==> src/rtl/bcd_timekeeper_if.sv <==
// Control/status bundle between the timekeeper and its user (LCD controller / panel).
// The master drives mode, buttons and arm switch; the slave returns time, alarm and flags.
interface bcd_timekeeper_if;
    logic [1:0]  set_mode;
    logic        btn_hour;
    logic        btn_min;
    logic        alarm_en;
    logic [23:0] clockdata;
    logic [23:0] alarmdata;
    logic        is_am;
    logic        alarm_en_out;
    logic        alarm_ring;
    logic        sec_tick;

    modport master (
        output set_mode, btn_hour, btn_min, alarm_en,
        input  clockdata, alarmdata, is_am, alarm_en_out, alarm_ring, sec_tick
    );

    modport slave (
        input  set_mode, btn_hour, btn_min, alarm_en,
        output clockdata, alarmdata, is_am, alarm_en_out, alarm_ring, sec_tick
    );
endinterface

==> src/rtl/bcd_timekeeper.sv <==
// 24-hour BCD time base with button-driven time/alarm setting and a timed alarm ring flag.
// Every output is driven straight from a flop.
module bcd_timekeeper #(
    parameter int TICK_DIV = 1000,
    parameter int RING_SEC = 30
) (
    input  logic            clk,
    input  logic            reset,
    bcd_timekeeper_if.slave bus
);
    localparam int            PW        = $clog2(TICK_DIV);
    localparam logic [PW-1:0] PRESC_TOP = PW'(TICK_DIV - 1);
    localparam logic [PW-1:0] PRESC_ONE = PW'(1);
    localparam logic [7:0]    RING_LOAD = 8'(RING_SEC);

    // Two-digit BCD increment that wraps to 00 after lim.
    function automatic logic [7:0] bcd2_inc(input logic [7:0] v, input logic [7:0] lim);
        logic [7:0] r;
        if (v == lim) begin
            r = 8'h00;
        end else if (v[3:0] == 4'h9) begin
            r = {v[7:4] + 4'h1, 4'h0};
        end else begin
            r = {v[7:4], v[3:0] + 4'h1};
        end
        return r;
    endfunction

    logic [PW-1:0] presc_r;
    logic [7:0]    hr_r, min_r, sec_r, al_hr_r, al_min_r, ring_cnt_r;
    logic          is_am_r, aen_r, ring_r, tick_r, silence_r;
    logic [2:0]    hsync_r, msync_r;

    logic          run_s, set_time_s, set_alarm_s, tick_s, match_s;
    logic          hour_edge_s, min_edge_s, sec_carry_s, min_carry_s;
    logic [PW-1:0] presc_n_s;
    logic [7:0]    hr_n_s, min_n_s, sec_n_s, al_hr_n_s, al_min_n_s;

    assign hour_edge_s = hsync_r[1] & ~hsync_r[2];
    assign min_edge_s  = msync_r[1] & ~msync_r[2];

    // Synchroniser stages [1:0] plus the history flop [2] for rising-edge detection.
    always_ff @(posedge clk or negedge reset) begin
        if (!reset) begin
            hsync_r <= 3'b000;
            msync_r <= 3'b000;
        end else begin
            hsync_r <= {hsync_r[1:0], bus.btn_hour};
            msync_r <= {msync_r[1:0], bus.btn_min};
        end
    end

    // Mode decode; the unused encoding behaves as run.
    always_comb begin
        run_s       = 1'b0;
        set_time_s  = 1'b0;
        set_alarm_s = 1'b0;
        case (bus.set_mode)
            2'b01:   set_time_s  = 1'b1;
            2'b10:   set_alarm_s = 1'b1;
            default: run_s       = 1'b1;
        endcase
    end

    // Next time/alarm values: prescaler frozen while setting time, otherwise one second per tick.
    always_comb begin
        sec_carry_s = (sec_r == 8'h59);
        min_carry_s = (min_r == 8'h59);
        tick_s      = 1'b0;
        presc_n_s   = presc_r;
        hr_n_s      = hr_r;
        min_n_s     = min_r;
        sec_n_s     = sec_r;
        if (set_time_s) begin
            presc_n_s = {PW{1'b0}};
            sec_n_s   = 8'h00;
            if (hour_edge_s) begin
                hr_n_s = bcd2_inc(hr_r, 8'h23);
            end else begin
                hr_n_s = hr_r;
            end
            if (min_edge_s) begin
                min_n_s = bcd2_inc(min_r, 8'h59);
            end else begin
                min_n_s = min_r;
            end
        end else begin
            if (presc_r == PRESC_TOP) begin
                tick_s    = 1'b1;
                presc_n_s = {PW{1'b0}};
            end else begin
                presc_n_s = presc_r + PRESC_ONE;
            end
            if (tick_s) begin
                sec_n_s = bcd2_inc(sec_r, 8'h59);
                if (sec_carry_s) begin
                    min_n_s = bcd2_inc(min_r, 8'h59);
                end else begin
                    min_n_s = min_r;
                end
                if (sec_carry_s && min_carry_s) begin
                    hr_n_s = bcd2_inc(hr_r, 8'h23);
                end else begin
                    hr_n_s = hr_r;
                end
            end else begin
                sec_n_s = sec_r;
            end
        end
        if (set_alarm_s && hour_edge_s) begin
            al_hr_n_s = bcd2_inc(al_hr_r, 8'h23);
        end else begin
            al_hr_n_s = al_hr_r;
        end
        if (set_alarm_s && min_edge_s) begin
            al_min_n_s = bcd2_inc(al_min_r, 8'h59);
        end else begin
            al_min_n_s = al_min_r;
        end
    end

    // Only a tick can produce a match; set-mode edits onto equality never ring.
    assign match_s = tick_s & aen_r & ({hr_n_s, min_n_s, sec_n_s} == {al_hr_r, al_min_r, 8'h00});

    // Time, alarm, prescaler and the per-second flags.
    always_ff @(posedge clk or negedge reset) begin
        if (!reset) begin
            presc_r  <= {PW{1'b0}};
            hr_r     <= 8'h00;
            min_r    <= 8'h00;
            sec_r    <= 8'h00;
            al_hr_r  <= 8'h07;
            al_min_r <= 8'h00;
            tick_r   <= 1'b0;
            is_am_r  <= 1'b1;
        end else begin
            presc_r  <= presc_n_s;
            hr_r     <= hr_n_s;
            min_r    <= min_n_s;
            sec_r    <= sec_n_s;
            al_hr_r  <= al_hr_n_s;
            al_min_r <= al_min_n_s;
            tick_r   <= tick_s;
            is_am_r  <= (hr_n_s < 8'h12);
        end
    end

    // Arm latch and ring countdown; disarm beats match, match beats a silencing press.
    always_ff @(posedge clk or negedge reset) begin
        if (!reset) begin
            aen_r      <= 1'b0;
            silence_r  <= 1'b0;
            ring_r     <= 1'b0;
            ring_cnt_r <= 8'h00;
        end else begin
            aen_r     <= bus.alarm_en;
            silence_r <= run_s & (hour_edge_s | min_edge_s);
            if (!aen_r) begin
                ring_r     <= 1'b0;
                ring_cnt_r <= 8'h00;
            end else if (match_s) begin
                ring_r     <= 1'b1;
                ring_cnt_r <= RING_LOAD;
            end else if (silence_r && ring_r) begin
                ring_r     <= 1'b0;
                ring_cnt_r <= 8'h00;
            end else if (tick_s && ring_r) begin
                ring_cnt_r <= ring_cnt_r - 8'h01;
                ring_r     <= (ring_cnt_r != 8'h01);
            end else begin
                ring_r     <= ring_r;
                ring_cnt_r <= ring_cnt_r;
            end
        end
    end

    assign bus.clockdata    = {hr_r, min_r, sec_r};
    assign bus.alarmdata    = {al_hr_r, al_min_r, 8'h00};
    assign bus.is_am        = is_am_r;
    assign bus.alarm_en_out = aen_r;
    assign bus.alarm_ring   = ring_r;
    assign bus.sec_tick     = tick_r;
endmodule

==> src/flat_wrapper.sv <==
// flat-port wrapper written by rule: the top's interface ports become plain ports
module bcd_timekeeper_flat 
#(
    parameter int TICK_DIV = 1000,
    parameter int RING_SEC = 30
)
  (clk, reset, bus_set_mode, bus_btn_hour, bus_btn_min, bus_alarm_en, bus_clockdata, bus_alarmdata, bus_is_am, bus_alarm_en_out, bus_alarm_ring, bus_sec_tick);
  bcd_timekeeper_if bus_i ();
  input  logic clk;
  input  logic reset;
  input wire logic [$bits(bus_i.set_mode)-1:0] bus_set_mode;
  input wire logic [$bits(bus_i.btn_hour)-1:0] bus_btn_hour;
  input wire logic [$bits(bus_i.btn_min)-1:0] bus_btn_min;
  input wire logic [$bits(bus_i.alarm_en)-1:0] bus_alarm_en;
  output wire logic [$bits(bus_i.clockdata)-1:0] bus_clockdata;
  output wire logic [$bits(bus_i.alarmdata)-1:0] bus_alarmdata;
  output wire logic [$bits(bus_i.is_am)-1:0] bus_is_am;
  output wire logic [$bits(bus_i.alarm_en_out)-1:0] bus_alarm_en_out;
  output wire logic [$bits(bus_i.alarm_ring)-1:0] bus_alarm_ring;
  output wire logic [$bits(bus_i.sec_tick)-1:0] bus_sec_tick;
  assign bus_i.set_mode = bus_set_mode;
  assign bus_i.btn_hour = bus_btn_hour;
  assign bus_i.btn_min = bus_btn_min;
  assign bus_i.alarm_en = bus_alarm_en;
  assign bus_clockdata = bus_i.clockdata;
  assign bus_alarmdata = bus_i.alarmdata;
  assign bus_is_am = bus_i.is_am;
  assign bus_alarm_en_out = bus_i.alarm_en_out;
  assign bus_alarm_ring = bus_i.alarm_ring;
  assign bus_sec_tick = bus_i.sec_tick;
  bcd_timekeeper #(.TICK_DIV(TICK_DIV), .RING_SEC(RING_SEC)) u_core (.clk(clk), .reset(reset), .bus(bus_i));
endmodule
==> config.mk <==
export PLATFORM = sky130hd
export DESIGN_NAME = bcd_timekeeper_flat
export DESIGN_NICKNAME = d
export VERILOG_FILES = /design/src/rtl/bcd_timekeeper_if.sv /design/src/rtl/bcd_timekeeper.sv /design/src/flat_wrapper.sv
export SDC_FILE = /design/constraint.sdc
export NUM_CORES = 1
export LEC_CHECK = 0
export ABC_CLOCK_PERIOD_IN_PS = 5500
export BUFFER_PORTS_ARGS = -buffer_cell sky130_fd_sc_hd__buf_2
export CAP_MARGIN = 30
export CORE_AREA = 8 8 108 90
export DETAILED_ROUTE_END_ITERATION = 7
export DIE_AREA = 0 0 116 98
export GPL_ROUTABILITY_DRIVEN = 0
export PLACE_DENSITY = 0.84
export REMOVE_ABC_BUFFERS = 1
export SYNTH_ARGS = -nofsm -noshare
export SYNTH_HDL_FRONTEND = slang
export SYNTH_SLANG_ARGS = --single-unit
==> constraint.sdc <==
create_clock -name clk -period 5.5 [get_ports clk]
set_clock_uncertainty 0.05 [all_clocks]
set_input_delay 0.275 -clock clk [delete_from_list [all_inputs] [get_ports clk]]
set_output_delay 0.275 -clock clk [all_outputs]
set_load 0.05 [all_outputs]
# Word-level counts from Yosys, hierarchy flattened
# Index checks and enable logic that the tools add are counted.
[word_totals] reg_bits=69 word_cells=99
[op_classes] add_sub_neg=12 n_lt_le_gt_ge=1 n_eq_ne=16 mux=36 bitwise=8 n_reduce_logical=10
[ops] cell="2-to-1 mux 8 bit" n=24
[ops] cell="adder 4 x 1 -> 4 bit, second input constant" n=10
[ops] cell="equality test 24 bit" n=1
[ops] cell="equality test 8 x 7 -> 1 bit, second input constant" n=3
[ops] cell="equality test 4 bit, second input constant" n=5
[ops] cell="2-to-1 mux 10 bit" n=2
[ops] cell="equality test 8 x 6 -> 1 bit, second input constant" n=2
[ops] cell="adder 10 x 1 -> 10 bit, second input constant" n=1
[ops] cell="equality test 10 bit, second input constant" n=1
[ops] cell="2-to-1 mux 1 bit" n=10
[ops] cell="< comparator 8 x 5 -> 1 bit, second input constant" n=1
[ops] cell="inequality test 8 x 1 -> 1 bit, second input constant" n=1
[ops] cell="subtractor 8 x 1 -> 8 bit, second input constant" n=1
[ops] cell="bitwise AND 1 bit" n=5
[ops] cell="logical AND 1 bit" n=5
[ops] cell="inequality test 4 bit, second input constant" n=1
[ops] cell="AND reduction 2 bit" n=2
[ops] cell="nonzero test 2 bit" n=2
[ops] cell="equality test 2 x 1 -> 1 bit, second input constant" n=1
[ops] cell="equality test 2 bit, second input constant" n=1
[ops] cell="inverter 1 bit" n=2
[ops] cell="OR reduction 2 bit" n=1
[ops] cell="OR 1 bit" n=1

# Logic depth before layout (Yosys ltp)
[depth] depth_word=10 ltp_mapped=13 depth_no_buf=11

# Least setup slack after synthesis
# Ideal clock, no wire load.
[synth_timing] path_kind="register -> register" start="reg u_core.min_r[0]" end="reg u_core.ring_r, in the netlist u_core.bus.alarm_ring" setup_time_ps=66 arrival_ps=3305 required_time_ps=5384 path_slack_ps=2079 stages_incl_launch_ff=12 n_path_buf=1 synth_period_minus_slack_ps=3421 path_cell_list="dfrtp_1 > ha_1 > and3b_1 > clkbuf_1 > nand2_1 > o31ai_4 > nor2_2 > o21a_1 > a2111o_1 > or4_4 > nor4_4 > o21a_1"
[synth_via] elab_chain_cells=10 word_cells_on_any_way=18 classes_between="1 x add/sub; 4 x eq/ne; 11 x mux; 1 x bitwise; 1 x reduce/logical"
[synth_lines] element="start, declared" line="bcd_timekeeper.sv:30" source="logic [7:0] hr_r, min_r, sec_r, al_hr_r, al_min_r, ring_cnt_r;"
[synth_lines] element="start signal, assigned" line="bcd_timekeeper.sv:139" source="min_r <= min_n_s;"
[synth_lines] element="adder 4 x 1 -> 4 bit / equality test 4 bit (equally long branches)" line="bcd_timekeeper.sv:24, bcd_timekeeper.sv:21"
[synth_lines] element="2-to-1 mux 8 bit" line="bcd_timekeeper.sv:21" source="end else if (v[3:0] == 4'h9) begin"
[synth_lines] element="2-to-1 mux 8 bit" line="bcd_timekeeper.sv:19" source="if (v == lim) begin"
[synth_lines] element="2-to-1 mux 8 bit" line="bcd_timekeeper.sv:96" source="if (sec_carry_s) begin"
[synth_lines] element="2-to-1 mux 8 bit" line="bcd_timekeeper.sv:94" source="if (tick_s) begin"
[synth_lines] element="2-to-1 mux 8 bit" line="bcd_timekeeper.sv:74" source="if (set_time_s) begin"
[synth_lines] element="equality test 24 bit (*)" line="bcd_timekeeper.sv:123" source="assign match_s = tick_s & aen_r & ({hr_n_s, min_n_s, sec_n_s} == {al_hr_r, al_min_r, 8'h00});"
[synth_lines] element="bitwise AND 1 bit (*)" line="bcd_timekeeper.sv:123"
[synth_lines] element="2-to-1 mux 1 bit" line="bcd_timekeeper.sv:161" source="end else if (match_s) begin"
[synth_lines] element="2-to-1 mux 1 bit" line="bcd_timekeeper.sv:158" source="if (!aen_r) begin"
[synth_lines] element="end signal, assigned" line="bcd_timekeeper.sv:169" source="ring_r <= (ring_cnt_r != 8'h01);"
[synth_lines] element="end signal, assigned" line="bcd_timekeeper.sv:171" source="ring_r <= ring_r;"
[synth_lines] element="end, declared" line="bcd_timekeeper.sv:31" source="logic is_am_r, aen_r, ring_r, tick_r, silence_r;"
# Every way passes the cells marked *; elsewhere a longest branch is shown, timed or not.
# A chain may end at the register's enable or synchronous reset.

# Final worst setup path
[layout_timing] start="reg u_core.presc_r[0]" end="reg u_core.ring_cnt_r[4]"
[layout_via] elab_chain_cells=9 word_cells_on_any_way=17 classes_between="3 x eq/ne; 11 x mux; 2 x bitwise; 1 x reduce/logical"
[layout_lines] element="start, declared" line="bcd_timekeeper.sv:29" source="logic [PW-1:0] presc_r;"
[layout_lines] element="start signal, assigned" line="bcd_timekeeper.sv:128" source="presc_r <= {PW{1'b0}};"
[layout_lines] element="start signal, assigned" line="bcd_timekeeper.sv:137" source="presc_r <= presc_n_s;"
[layout_lines] element="equality test 10 bit (*)" line="bcd_timekeeper.sv:88" source="if (presc_r == PRESC_TOP) begin"
[layout_lines] element="2-to-1 mux 1 bit (*)" line="bcd_timekeeper.sv:88"
[layout_lines] element="2-to-1 mux 1 bit (*)" line="bcd_timekeeper.sv:74"
[layout_lines] element="2-to-1 mux 8 bit (*)" line="bcd_timekeeper.sv:94"
[layout_lines] element="2-to-1 mux 8 bit (*)" line="bcd_timekeeper.sv:74"
[layout_lines] element="net u_core.hr_n_s[1]" line="bcd_timekeeper.sv:37" source="logic [7:0] hr_n_s, min_n_s, sec_n_s, al_hr_n_s, al_min_n_s;"
[layout_lines] element="equality test 24 bit (*)" line="bcd_timekeeper.sv:123"
[layout_lines] element="bitwise AND 1 bit (*)" line="bcd_timekeeper.sv:123"
[layout_lines] element="2-to-1 mux 8 bit" line="bcd_timekeeper.sv:161"
[layout_lines] element="2-to-1 mux 8 bit" line="bcd_timekeeper.sv:158"
[layout_lines] element="end signal, assigned" line="bcd_timekeeper.sv:168" source="ring_cnt_r <= ring_cnt_r - 8'h01;"
[layout_lines] element="end signal, assigned" line="bcd_timekeeper.sv:172" source="ring_cnt_r <= ring_cnt_r;"
[layout_lines] element="end, declared" line="bcd_timekeeper.sv:30"
# Mark *: on every way through the listed nets, which the timed path passes. The rest lies on a longest branch. The select of a mux whose other input is x is not followed.

==> run_summary.xml <==
<?xml version="1.0" encoding="UTF-8"?>
<metrics>
  <group name="floorplanning">
    <metric name="start_util" unit="">0.523</metric>
    <metric name="die-height" unit="µm">98</metric>
    <metric name="die_width" unit="µm">116</metric>
    <metric name="rows" unit="">30</metric>
    <metric name="die_area" unit="mm²">0.0114</metric>
    <metric name="floorplan.io_pins" unit="">59</metric>
    <metric name="design.core.area" unit="mm²">0.00811</metric>
  </group>
  <group name="routing">
    <metric name="wire_length_reported_by_the_detailed_router" unit="µm">9930</metric>
    <metric name="post_drt_via_cell_ratio" unit="">5.73</metric>
    <metric name="drt_iter0_markers" unit="">308</metric>
    <metric name="dr_total_vias" unit="">3627</metric>
    <metric name="remaining_drc_errors" unit="">0</metric>
    <metric name="antenna_violating_nets_post_route" unit="">0</metric>
    <metric name="drt-pass1-iter-count" unit="">5</metric>
    <metric name="wl_per_cell" unit="µm">15.7</metric>
  </group>
  <group name="finish">
    <metric name="syn2layout_area_growth" unit="%">12.2</metric>
    <metric name="fillCellCount" unit="">714</metric>
    <metric name="most-common-layout-cells" unit="">dfrtp_1 (65), buf_2 (50), nand2_1 (45), nor2_1 (41), o21ai_0 (26)</metric>
    <metric name="drive_above_1_share" unit="">0.155</metric>
    <metric name="fin_cells" unit="">633</metric>
    <metric name="regArea" unit="mm²">0.00173</metric>
    <metric name="mostFrequentLayoutCell" unit="">dfrtp_1</metric>
    <metric name="stdcell_area" unit="mm²">0.00476</metric>
    <metric name="finalNetCount" unit="">548</metric>
    <metric name="antenna_cells" unit="">0</metric>
    <metric name="multi_input_area" unit="mm²">0.00232</metric>
  </group>
  <group name="placed_design">
    <metric name="dp_cell_count" unit="">614</metric>
    <metric name="place.detailed.hpwl" unit="µm">7290</metric>
    <metric name="port_buffer_count" unit="">50</metric>
    <metric name="placement.cell_area" unit="mm²">0.00454</metric>
  </group>
  <group name="run_status">
    <metric name="run_status" unit="">complete, no violations</metric>
  </group>
  <group name="setup_path">
    <metric name="timing.critical_path.buf_inv" unit="">0</metric>
    <metric name="worst_setup_path_start_kind" unit="">register</metric>
    <metric name="rr_worst_depth" unit="">9</metric>
    <metric name="worst_ep_arrival" unit="ps">4300</metric>
    <metric name="critical_setup_path_kind" unit="">reg -&gt; reg</metric>
    <metric name="crit_path_top_delay_cell" unit="">o31ai_4</metric>
    <metric name="critical_path.max_fanout" unit="">16</metric>
    <metric name="worst_setup_path_end_kind" unit="">register</metric>
    <metric name="path_cells" unit="">ha_1, nand4_1, or4_1, o31ai_4, o21ai_1, a2111o_1, or4_4, nor4_4, o21a_1</metric>
    <metric name="required" unit="ps">5740</metric>
    <metric name="cell_family_with_most_cp_delay" unit="">simple AND/OR/NAND/NOR gates</metric>
    <metric name="critPathMaxStageDelay" unit="ps">700</metric>
    <metric name="crit_cells" unit="">9</metric>
  </group>
  <group name="timing">
    <metric name="tmin_final" unit="ps">4060</metric>
    <metric name="setup_viol_count_final" unit="">0</metric>
    <metric name="upper_clock_frequency_limit" unit="MHz">246</metric>
    <metric name="tightest_slew" unit="ps">864</metric>
    <metric name="grt_setup_unrepaired" unit="">false</metric>
    <metric name="hold_ws" unit="ps">44.2</metric>
    <metric name="slew_headroom" unit="">0.424</metric>
    <metric name="final.setup.tns" unit="ps">0</metric>
    <metric name="final-max-slew-violation-count" unit="">0</metric>
    <metric name="final.period_utilization" unit="">0.738</metric>
    <metric name="timing_hold_violations_final" unit="">0</metric>
  </group>
  <group name="grt">
    <metric name="largest_net_degree_at_the_start_of_global_routing" unit="">70</metric>
    <metric name="grt_antenna_before_repair" unit="">0</metric>
    <metric name="first_pass_grt_wire_length" unit="µm">16800</metric>
    <metric name="global_route.usage.met2" unit="">0.283</metric>
    <metric name="met3_usage" unit="">0.0531</metric>
    <metric name="grt_use_met1" unit="">0.240</metric>
    <metric name="grt_pass1_vias" unit="">3455</metric>
    <metric name="globalRouteTotalUtil" unit="">0.182</metric>
    <metric name="top_usage_layer" unit="">met2</metric>
    <metric name="globalRoute.totalOverflow" unit="">0</metric>
  </group>
  <group name="power_and_ir_drop">
    <metric name="power.leakage" unit="nW">2.19</metric>
    <metric name="peakVddDrop" unit="mV">0.258</metric>
    <metric name="report.power.total" unit="mW">1.99</metric>
    <metric name="p_per_area" unit="mW/mm²">418</metric>
  </group>
  <group name="clocking">
    <metric name="clock_tree.root_cell" unit="">clkbuf_8</metric>
    <metric name="clock_tree.htree_level_count" unit="">3</metric>
    <metric name="clock_sink_count" unit="">69</metric>
    <metric name="cts.reportedPaths.clkPinSlew" unit="ps">70</metric>
    <metric name="numCtsBuffers" unit="">9</metric>
    <metric name="cts-root-to-sink-buffers" unit="">2</metric>
    <metric name="post_cts_setup_repair_bufs" unit="">0</metric>
    <metric name="clock_tree_from_tritoncts" unit="">built</metric>
    <metric name="worst_skew_pair.late_latency" unit="ps">350</metric>
  </group>
  <group name="logic_synthesis">
    <metric name="netlist_top_cells_area" unit="">dfrtp_1 (38%), ha_1 (7.4%), nand2_1 (4.0%), nor2_1 (3.6%), xnor2_1 (3.1%)</metric>
    <metric name="yosys.cell_types.count" unit="">60</metric>
    <metric name="synthFlopType" unit="">dfrtp_1</metric>
    <metric name="postSynthCellCount" unit="">469</metric>
    <metric name="postSynthAreaPerCell" unit="µm²">9.05</metric>
    <metric name="synth-edff-count" unit="">0</metric>
    <metric name="synthDominantCellAreaShare" unit="">0.383</metric>
    <metric name="postSynth.asyncResetShare" unit="">1.00</metric>
    <metric name="synth.largest_area_cell" unit="">dfrtp_1</metric>
    <metric name="synth_area" unit="mm²">0.00424</metric>
    <metric name="synth_seq_cells" unit="">69</metric>
    <metric name="synth.yosys.seq_area_share" unit="">0.408</metric>
    <metric name="synth-warning-count" unit="">0</metric>
  </group>
  <group name="run">
    <metric name="max_cap_check_violation_count" unit="">0</metric>
  </group>
  <group name="hold_path">
    <metric name="hold_path.class" unit="">in -&gt; async</metric>
  </group>
</metrics>
[flip-flops by register name, indices dropped and copies added, names as in the netlist]
| name | cells |
|---|---|
| u_core.presc_r | 10 |
| u_core.al_hr_r | 8 |
| u_core.al_min_r | 8 |
| u_core.hr_r | 8 |
| u_core.min_r | 8 |
| u_core.ring_cnt_r | 8 |
| u_core.sec_r | 8 |
| u_core.hsync_r | 3 |
| u_core.msync_r | 3 |
| u_core.bus.alarm_en_out | 1 |
| u_core.bus.alarm_ring | 1 |
| u_core.bus.is_am | 1 |
| u_core.bus.sec_tick | 1 |
| u_core.silence_r | 1 |
[path summary, 6_finish.rpt]
kind | startpoint | to | slack (ps)
worst min register to register | u_core.hsync_r[0] | u_core.hsync_r[1] | 300
worst max register to register | u_core.presc_r[0] | u_core.ring_cnt_r[4] | 1440
worst min-delay path | reset | u_core.al_hr_r[6] | 40
min in group clk | bus_set_mode[1] | u_core.silence_r | 300
max in group asynchronous | reset | u_core.sec_r[4] | 4760
worst max-delay path | u_core.presc_r[0] | u_core.ring_cnt_r[4] | 1440
[per-layer routing]
| metal | vias up | share of wire | routed length [µm] |
|---|---|---|---|
| met5 | - | 0 | 0 |
| li1 | 1741 | - | - |
| met1 | 1753 | 0.46 | 4560 |
| met4 | 0 | 0.013 | 133 |
| met2 | 111 | 0.47 | 4620 |
| met3 | 22 | 0.062 | 618 |
[through the flow]
| stage | setup slack [ps] | utilization |
|---|---|---|
| after floorplan | 1920 | - |
| after CTS | 1480 | 0.587 |
| final | 1440 | 0.587 |
| after global placement | 1510 | 0.560 |
| after global routing | 1270 | 0.587 |
| after detailed placement | 1340 | 0.560 |
[power by group]
part           switching (mW)  internal (mW)
clock network           0.195          0.208
registers               0.165          0.606
logic                   0.567          0.251
total                   0.927           1.07
[area by class of cell]
class                           count  share of cell area
Tap cell                          112              0.0294
Sequential cell                    69               0.364
Clock buffer                       10              0.0268
Inverter                           24              0.0189
Multi-Input combinational cell    358               0.487
Clock inverter                      6              0.0134
Timing Repair Buffer               54              0.0604
[cell usage after synthesis, types with 4 or more instances]
| cell type | instances |
|---|---|
| a21oi_1 | 25 |
| and2_1 | 6 |
| and3_1 | 5 |
| and3b_1 | 4 |
| buf_4 | 8 |
| clkbuf_1 | 15 |
| dfrtp_1 | 65 |
| dfstp_2 | 4 |
| ha_1 | 25 |
| inv_1 | 24 |
| mux2_2 | 5 |
| mux2i_1 | 7 |
| nand2_1 | 45 |
| nand3_1 | 21 |
| nand3b_1 | 5 |
| nand4_1 | 6 |
| nor2_1 | 41 |
| nor2b_1 | 5 |
| nor3_1 | 22 |
| nor4_1 | 5 |
| o211ai_1 | 4 |
| o21a_1 | 8 |
| o21ai_0 | 26 |
| o22ai_1 | 6 |
| xnor2_1 | 15 |
| xor2_1 | 14 |
[cells by family (layout without fill, tap and decap cells)]
group | Yosys count | count (layout) | synth area share
muxes | 12 | 12 | 0.0298
adders and majority gates | 25 | 25 | 0.0737
DFF | 69 | 69 | 0.408
AOI/OAI and AO/OA | 98 | 98 | 0.151
other | 1 | 8 | 0.000884
and+or+nand+nor | 186 | 186 | 0.226
buffers and inverters | 49 | 94 | 0.0510
xor gates and xnor gates | 29 | 29 | 0.0599
[worst reg2reg max path, delay by kind of cell, from the launching register on]
kind                       cells  cell delay, ps
and+or+nand+nor                4            1780
AOI/OAI and AO/OA              4            1580
DFF                            1             380
adders and majority gates      1             220
[timing repair]
action / CTS / global route
hold buffers: 3 / 0
gates resized for setup: 0 / 0
hold endpoints to repair: 3 / 0
No activity file was read; power rests on OpenSTA's default activity.
